===== src/rtl/des_pkg.sv =====
// DES tables, bit permutations and sequencer state encoding.
// Purely combinational helpers: no latency, no flow control.
// Table entries number bits from 1 = MSB of the vector, as in the published DES tables.
package des_pkg;

    localparam logic [15:0] SHIFT_SCHED = 16'b1000000100000011;
    localparam int          NUM_ROUNDS  = 16;

    typedef enum logic [1:0] {
        IDLE = 2'd0,
        RUN  = 2'd1,
        DONE = 2'd2
    } state_t;

    localparam int E_TBL [48] = '{
        32,  1,  2,  3,  4,  5,   4,  5,  6,  7,  8,  9,
         8,  9, 10, 11, 12, 13,  12, 13, 14, 15, 16, 17,
        16, 17, 18, 19, 20, 21,  20, 21, 22, 23, 24, 25,
        24, 25, 26, 27, 28, 29,  28, 29, 30, 31, 32,  1
    };

    localparam int P_TBL [32] = '{
        16,  7, 20, 21, 29, 12, 28, 17,   1, 15, 23, 26,  5, 18, 31, 10,
         2,  8, 24, 14, 32, 27,  3,  9,  19, 13, 30,  6, 22, 11,  4, 25
    };

    localparam int PC2_TBL [48] = '{
        14, 17, 11, 24,  1,  5,   3, 28, 15,  6, 21, 10,
        23, 19, 12,  4, 26,  8,  16,  7, 27, 20, 13,  2,
        41, 52, 31, 37, 47, 55,  30, 40, 51, 45, 33, 48,
        44, 49, 39, 56, 34, 53,  46, 42, 50, 36, 29, 32
    };

    localparam int FP_TBL [64] = '{
        40,  8, 48, 16, 56, 24, 64, 32,  39,  7, 47, 15, 55, 23, 63, 31,
        38,  6, 46, 14, 54, 22, 62, 30,  37,  5, 45, 13, 53, 21, 61, 29,
        36,  4, 44, 12, 52, 20, 60, 28,  35,  3, 43, 11, 51, 19, 59, 27,
        34,  2, 42, 10, 50, 18, 58, 26,  33,  1, 41,  9, 49, 17, 57, 25
    };

    // Each box is row-major: entry index = {row, col}.
    localparam int SBOX [8][64] = '{
        '{14, 4,13, 1, 2,15,11, 8, 3,10, 6,12, 5, 9, 0, 7,
           0,15, 7, 4,14, 2,13, 1,10, 6,12,11, 9, 5, 3, 8,
           4, 1,14, 8,13, 6, 2,11,15,12, 9, 7, 3,10, 5, 0,
          15,12, 8, 2, 4, 9, 1, 7, 5,11, 3,14,10, 0, 6,13},
        '{15, 1, 8,14, 6,11, 3, 4, 9, 7, 2,13,12, 0, 5,10,
           3,13, 4, 7,15, 2, 8,14,12, 0, 1,10, 6, 9,11, 5,
           0,14, 7,11,10, 4,13, 1, 5, 8,12, 6, 9, 3, 2,15,
          13, 8,10, 1, 3,15, 4, 2,11, 6, 7,12, 0, 5,14, 9},
        '{10, 0, 9,14, 6, 3,15, 5, 1,13,12, 7,11, 4, 2, 8,
          13, 7, 0, 9, 3, 4, 6,10, 2, 8, 5,14,12,11,15, 1,
          13, 6, 4, 9, 8,15, 3, 0,11, 1, 2,12, 5,10,14, 7,
           1,10,13, 0, 6, 9, 8, 7, 4,15,14, 3,11, 5, 2,12},
        '{ 7,13,14, 3, 0, 6, 9,10, 1, 2, 8, 5,11,12, 4,15,
          13, 8,11, 5, 6,15, 0, 3, 4, 7, 2,12, 1,10,14, 9,
          10, 6, 9, 0,12,11, 7,13,15, 1, 3,14, 5, 2, 8, 4,
           3,15, 0, 6,10, 1,13, 8, 9, 4, 5,11,12, 7, 2,14},
        '{ 2,12, 4, 1, 7,10,11, 6, 8, 5, 3,15,13, 0,14, 9,
          14,11, 2,12, 4, 7,13, 1, 5, 0,15,10, 3, 9, 8, 6,
           4, 2, 1,11,10,13, 7, 8,15, 9,12, 5, 6, 3, 0,14,
          11, 8,12, 7, 1,14, 2,13, 6,15, 0, 9,10, 4, 5, 3},
        '{12, 1,10,15, 9, 2, 6, 8, 0,13, 3, 4,14, 7, 5,11,
          10,15, 4, 2, 7,12, 9, 5, 6, 1,13,14, 0,11, 3, 8,
           9,14,15, 5, 2, 8,12, 3, 7, 0, 4,10, 1,13,11, 6,
           4, 3, 2,12, 9, 5,15,10,11,14, 1, 7, 6, 0, 8,13},
        '{ 4,11, 2,14,15, 0, 8,13, 3,12, 9, 7, 5,10, 6, 1,
          13, 0,11, 7, 4, 9, 1,10,14, 3, 5,12, 2,15, 8, 6,
           1, 4,11,13,12, 3, 7,14,10,15, 6, 8, 0, 5, 9, 2,
           6,11,13, 8, 1, 4,10, 7, 9, 5, 0,15,14, 2, 3,12},
        '{13, 2, 8, 4, 6,15,11, 1,10, 9, 3,14, 5, 0,12, 7,
           1,15,13, 8,10, 3, 7, 4,12, 5, 6,11, 0,14, 9, 2,
           7,11, 4, 1, 9,12,14, 2, 0, 6,10,13,15, 3, 5, 8,
           2, 1,14, 7, 4,10, 8,13,15,12, 9, 0, 3, 5, 6,11}
    };

    function automatic logic [1:0] s(input logic [15:0] sched, input logic [3:0] i);
        return sched[i] ? 2'd1 : 2'd2;
    endfunction

    function automatic logic [27:0] rotl28(input logic [27:0] x, input logic [1:0] n);
        return (n == 2'd1) ? {x[26:0], x[27]} : {x[25:0], x[27:26]};
    endfunction

    function automatic logic [27:0] rotr28(input logic [27:0] x, input logic [1:0] n);
        return (n == 2'd1) ? {x[0], x[27:1]} : {x[1:0], x[27:2]};
    endfunction

    function automatic logic [47:0] expansion(input logic [31:0] r);
        logic [47:0] o;
        o = '0;
        for (int i = 0; i < 48; i++) o[47 - i] = r[32 - E_TBL[i]];
        return o;
    endfunction

    function automatic logic [31:0] s_function(input logic [47:0] x);
        logic [31:0] o;
        logic [5:0]  six;
        o   = '0;
        six = '0;
        for (int b = 0; b < 8; b++) begin
            six = x[47 - 6*b -: 6];
            o[31 - 4*b -: 4] = 4'(SBOX[b][{six[5], six[0], six[4:1]}]);
        end
        return o;
    endfunction

    function automatic logic [31:0] p_post_sf(input logic [31:0] x);
        logic [31:0] o;
        o = '0;
        for (int i = 0; i < 32; i++) o[31 - i] = x[32 - P_TBL[i]];
        return o;
    endfunction

    function automatic logic [47:0] p_key2(input logic [55:0] cd);
        logic [47:0] o;
        o = '0;
        for (int i = 0; i < 48; i++) o[47 - i] = cd[56 - PC2_TBL[i]];
        return o;
    endfunction

    function automatic logic [63:0] p_inverse(input logic [63:0] x);
        logic [63:0] o;
        o = '0;
        for (int i = 0; i < 64; i++) o[63 - i] = x[64 - FP_TBL[i]];
        return o;
    endfunction

endpackage


===== src/rtl/des_round_f.sv =====
// DES round function F(R, K) = P(S(E(R) ^ K)).
// Combinational, zero latency; no flow control.
// Used once per clock by the iterative sequencer.
module des_round_f
    import des_pkg::*;
(
    input  logic [31:0] r,
    input  logic [47:0] k,
    output logic [31:0] f
);

    logic [47:0] mixed;

    always_comb begin
        mixed = expansion(r) ^ k;
        f     = p_post_sf(s_function(mixed));
    end

endmodule


===== src/rtl/des_round_sequencer.sv =====
// Iterative DES engine: one Feistel round per clock through a shared round datapath.
// Latency 16 cycles from accept to out_valid; one block in flight, next accept after the out handshake.
// Backpressure: result held in DONE until out_ready; in_ready low outside IDLE or while abort is high.
module des_round_sequencer #(
    parameter logic [15:0] SHIFT_SCHED = des_pkg::SHIFT_SCHED,
    parameter int          NUM_ROUNDS  = des_pkg::NUM_ROUNDS
) (
    input  logic        clk,
    input  logic        rst_n,
    input  logic        in_valid,
    output logic        in_ready,
    input  logic [63:0] in,
    input  logic [55:0] key,
    input  logic        decrypt,
    input  logic        abort,
    output logic        out_valid,
    input  logic        out_ready,
    output logic [63:0] out,
    output logic        busy,
    output logic [3:0]  round_idx
);

    import des_pkg::state_t;
    import des_pkg::IDLE;
    import des_pkg::RUN;
    import des_pkg::DONE;
    import des_pkg::s;
    import des_pkg::rotl28;
    import des_pkg::rotr28;
    import des_pkg::p_key2;
    import des_pkg::p_inverse;

    if (NUM_ROUNDS != 16) begin : g_bad_rounds
        $error("des_round_sequencer: only NUM_ROUNDS = 16 is supported");
    end

    localparam logic [3:0] LAST_ROUND = 4'(NUM_ROUNDS - 1);

    state_t      state_q, state_d;
    logic [3:0]  cnt_q, cnt_d;
    logic [31:0] l_q, l_d, r_q, r_d;
    logic [27:0] kc_q, kc_d, kd_q, kd_d;
    logic        dec_q, dec_d;
    logic        rdy_q, rdy_d;
    logic        out_valid_q, out_valid_d;
    logic        busy_q, busy_d;
    logic [63:0] out_q, out_d;

    logic        accept;
    logic [1:0]  shift_enc, shift_dec;
    logic [27:0] kc_rot, kd_rot;
    logic [47:0] round_key;
    logic [31:0] f_out, r_next;

    assign in_ready  = rdy_q && !abort;
    assign accept    = in_valid && in_ready;
    assign out_valid = out_valid_q;
    assign out       = out_q;
    assign busy      = busy_q;
    assign round_idx = cnt_q;

    // Encrypt rotates before deriving the key; decrypt uses the current C/D
    // (K16 first) and rotates right afterwards, so both end where they began.
    always_comb begin
        shift_enc = s(SHIFT_SCHED, cnt_q);
        shift_dec = s(SHIFT_SCHED, LAST_ROUND - cnt_q);
        kc_rot    = rotl28(kc_q, shift_enc);
        kd_rot    = rotl28(kd_q, shift_enc);
        round_key = dec_q ? p_key2({kc_q, kd_q}) : p_key2({kc_rot, kd_rot});
        r_next    = l_q ^ f_out;
    end

    des_round_f u_round_f (
        .r (r_q),
        .k (round_key),
        .f (f_out)
    );

    always_comb begin
        state_d     = state_q;
        cnt_d       = cnt_q;
        l_d         = l_q;
        r_d         = r_q;
        kc_d        = kc_q;
        kd_d        = kd_q;
        dec_d       = dec_q;
        out_valid_d = out_valid_q;
        out_d       = out_q;

        unique case (state_q)
            IDLE: begin
                if (accept) begin
                    l_d     = in[63:32];
                    r_d     = in[31:0];
                    kc_d    = key[27:0];
                    kd_d    = key[55:28];
                    dec_d   = decrypt;
                    cnt_d   = 4'd0;
                    state_d = RUN;
                end
            end
            RUN: begin
                l_d   = r_q;
                r_d   = r_next;
                kc_d  = dec_q ? rotr28(kc_q, shift_dec) : kc_rot;
                kd_d  = dec_q ? rotr28(kd_q, shift_dec) : kd_rot;
                cnt_d = cnt_q + 4'd1;
                if (cnt_q == LAST_ROUND) begin
                    cnt_d       = 4'd0;
                    state_d     = DONE;
                    out_valid_d = 1'b1;
                    out_d       = p_inverse({r_next, r_q});
                end
            end
            DONE: begin
                if (out_ready) begin
                    out_valid_d = 1'b0;
                    state_d     = IDLE;
                end
            end
            default: begin
                state_d     = IDLE;
                cnt_d       = 4'd0;
                out_valid_d = 1'b0;
            end
        endcase

        if (abort) begin
            state_d     = IDLE;
            cnt_d       = 4'd0;
            out_valid_d = 1'b0;
        end

        rdy_d  = (state_d == IDLE);
        busy_d = (state_d != IDLE);
    end

    always_ff @(posedge clk) begin
        if (!rst_n) begin
            state_q     <= IDLE;
            cnt_q       <= 4'd0;
            l_q         <= '0;
            r_q         <= '0;
            kc_q        <= '0;
            kd_q        <= '0;
            dec_q       <= 1'b0;
            rdy_q       <= 1'b0;
            out_valid_q <= 1'b0;
            busy_q      <= 1'b0;
            out_q       <= '0;
        end else begin
            state_q     <= state_d;
            cnt_q       <= cnt_d;
            l_q         <= l_d;
            r_q         <= r_d;
            kc_q        <= kc_d;
            kd_q        <= kd_d;
            dec_q       <= dec_d;
            rdy_q       <= rdy_d;
            out_valid_q <= out_valid_d;
            busy_q      <= busy_d;
            out_q       <= out_d;
        end
    end

endmodule


===== config.mk =====
export PLATFORM = sky130hd
export DESIGN_NAME = des_round_sequencer
export DESIGN_NICKNAME = d
export VERILOG_FILES = /design/src/rtl/des_pkg.sv /design/src/rtl/des_round_f.sv /design/src/rtl/des_round_sequencer.sv
export SDC_FILE = /design/constraint.sdc
export NUM_CORES = 1
export LEC_CHECK = 0
export CORE_MARGIN = 1.5
export CORE_UTILIZATION = 40
export CTS_CLUSTER_SIZE = 30
export DETAILED_ROUTE_END_ITERATION = 7
export PLACE_DENSITY = 0.61
export SLEW_MARGIN = 20
export SYNTH_ARGS = -nofsm -noshare
export SYNTH_HDL_FRONTEND = slang
export SYNTH_SLANG_ARGS = --single-unit

===== constraint.sdc =====
create_clock -name clk -period 3.64 [get_ports clk]
set_clock_uncertainty 0.1 [all_clocks]
set_input_delay 0.728 -clock clk [delete_from_list [all_inputs] [get_ports clk]]
set_output_delay 0.728 -clock clk [all_outputs]
set_load 0.02 [all_outputs]

==> metrics.csv, run 1 <==
metric,value,unit
Setup WS pre-CTS,0.105,ns
CTS max path bufs,2,
Comb power frac,38.8,%
met1 WL,27200,µm
drt wl/cell,20.9,µm
Worst-Skew Late Latency,0.47,ns
largest net degree at the start of global routing,62,
via count,16600,
placed cells,2781,
"Core Util, Final",51.0,%
"Avg Cell Area, Syn",7.63,µm²
RSZ-0062 raised after global routing,no,
final setup vio count,0,
HPWL after DPL,43500,µm
root buffer cell,clkbuf_16,
crit start category,flip-flop,
Core Region,39000,µm²
Tot GR Track Use,28.4,%
switching share of total power,37.7,%
Clk pwr share,28.0,%
starting density of the core,40.8,%
worst setup path class,reg -> reg,
remaining antenna violation count,0,
Sw Pwr,2680,µW
yosys warns,0,
die area,41000,µm²
min cycle time layout,3.47,ns
CTS tree,done,
Pins Over Slew Limit,0,
1st-iter DRT viols,1523,
vias in the first global route,15600,
Max Cap Viol,0,
hold buffer count at CTS,0,
"Req. time, crit path",3.92,ns
Peak supply drop,353,µV
"Seq/Total Area, Yosys",24.5,%
sequential fraction of design power,33.2,%
share of cells above drive strength 1,14.7,%
Rel. slew slack,34.1,%
TritonCTS Sinks,195,
Port Buffers,196,
drt total wl,59100,µm
unique cell type count in the Yosys netlist,82,
Core Rows,72,
DRC Markers,0,
Met2 Routed Length,25800,µm
cell area after synthesis,15900,µm²
crit end category,flip-flop,
Antenna diodes,0,
first-pass GRT wire length,91500,µm
die height,203,µm
"CTS clk-pin slew, worst paths",0.08,ns
layout overhead on the synthesized area,24.8,%
worst setup margin,0.173,ns
total CTS buffers,17,
Int Power,4420,µW
io pins,197,
highest metal used,met4,
HP Class,reg -> reg,
setup_tns,0,ns
H-tree levels,4,
Final #Nets,2481,
Non-Filler Instances,2822,
status,"complete, no violations",
Vias per Instance,5.90,
antenna violations before repair,0,
Synth async-reset ratio,0,%
Post-Syn Instances,2087,
Slew @ Worst Pin,0.984,ns
CP max FO,12,
PwrDens,357,nW/µm²
GR Overflow Total,0,
Synth Net Count,2277,
crit path DAT,3.75,ns
GP Congestion,0.959,
Synth Register Bits,195,
Synth Flop Type,dfxtp_1,
final hold vios,0,
1st-pass router iterations,5,
Die Span X,203,µm
Post-synth EDFFs,0,
Tcrit/Tclk final,95.3,%
routed wl met3,4440,µm
Achievable Freq,288,MHz
leakage,0.00750,µW
worst max-delay path: stages (launching register included):
cell      delay [ns]
dfxtp_4         0.42
buf_12          0.16
mux2_4          0.33
mux2i_4         0.26
xor2_4          0.24
inv_1           0.13
ha_1            0.35
mux4_2          0.48
or3_1           0.32
o31ai_1         0.07
nor3_1          0.10
xor2_1          0.16
a221oi_1        0.24
per-stage QoR:
step                      hold slack [ns]  total power (µW)  area [µm²]
after floorplan                     0.365              4120       16000
after global placement              0.344              5080       19100
after detailed placement            0.349              5080       19100
after CTS                           0.360              7080       19700
after global routing                0.374              7470       19900
final                               0.356              7100       19900
repair_timing:
action	in CTS	in global routing
setup endpoints to repair	0	20
buffers inserted	0	8
hold endpoints to repair	0	0
resized for setup	0	19
path summary, 6_finish.rpt:
check	start	endpoint	slack, ns	depth (start not counted)
min reg2reg	out[21]	out[21]	0.36	2
max reg2reg	shift_enc[0]	r_q[31]	0.17	12
max	shift_enc[0]	r_q[31]	0.17	12
min	out[21]	out[21]	0.36	2
power groups by stage:
stage                     logic, µW  registers [µW]  clock network (µW)
final                          2760            2360                1990
after global routing           3000            2370                2110
after global placement         2680            2400                   0
after detailed placement       2680            2400                   0
after floorplan                1790            2330                   0
after CTS                      2700            2350                2030
flip-flops by register name (all words and copies together) (netlist names):
signal and flops:
shift_enc 1, kc_q 28, kd_q 28, out 64
state_q 2, round_idx 4, busy 1, r_q 32
rdy_q 1, out_valid 1, l_q 32, dec_q 1
layout by cell type, fill, tap and decap left out, drive strengths merged, types with 12 or more instances in the layout:
cell type	Yosys	layout
nor2	174	174
clkbuf	133	18
o21ai	98	98
a21oi	167	167
buf	45	166
mux2	54	54
mux2i	89	89
a311oi	35	35
mux4	14	14
a221oi	19	19
inv	44	52
a211oi	34	34
a31oi	68	68
nand2	396	396
o221ai	65	65
ha	64	64
nor3	39	39
a211o	12	12
dfxtp	195	195
clkdlybuf4s50	0	196
xnor2	69	69
xor2	59	59
o211ai	25	25
nand3	45	45
synthesized netlist by cell type (9+ instances only):
master	n	share of area, %
o21ai_0	92	2.9
a211oi_1	34	1.6
a31oi_1	68	2.7
mux2i_1	73	4.6
buf_1	13	0.31
xor2_2	13	1.3
mux2_2	43	3.0
mux4_2	14	2.0
o2111ai_1	11	0.60
xnor2_1	61	3.4
o221ai_1	65	3.6
buf_2	17	0.53
nor2b_1	11	0.43
a2111oi_0	9	0.49
a221oi_1	19	1.0
nand2_1	396	9.3
clkbuf_1	133	3.1
a211o_1	12	0.66
nand3_1	45	1.4
mux2i_2	9	0.78
dfxtp_1	195	25
inv_1	41	0.97
ha_1	64	5.0
a311oi_1	35	1.9
o211ai_1	25	1.2
nor2_1	174	4.1
a21oi_1	166	5.2
xor2_1	44	2.4
nor3_1	39	1.2
logic make-up (layout without fill, tap and decap cells):
logic type	after synthesis	count (layout)	share of synthesized area [%]
simple gates	709	709	18.3
xor+xnor	128	128	8.26
fa+ha+maj	64	64	5.03
mux	157	157	12.2
compound gates	608	608	25.5
flops	195	195	24.5
buf+inv	226	443	6.11
per-layer routing:
layer  GRT usage (%)  vias up
met2            43.4      637
met1            39.9     7999
met5               0        -
met4            9.52        0
li1                -     7935
met3            5.57       76
layout make-up:
cell class,instances,area (µm²)
Multi-Input combinational cell,1666,11200
Inverter,48,191
Sequential cell,195,3910
Tap cell,518,648
Clock buffer,17,425
Timing Repair Buffer,363,3340
Fill cell,3781,19100
Clock inverter,15,169
(Power assumes the default switching activity.)
==> run 2: changes to the inputs <==
Settings changed: CAP_MARGIN set to 5, CTS_CLUSTER_DIAMETER set to 30.
==> results of run 2 <==
The final DEF is identical to that of run 1; final timing and power are the same.
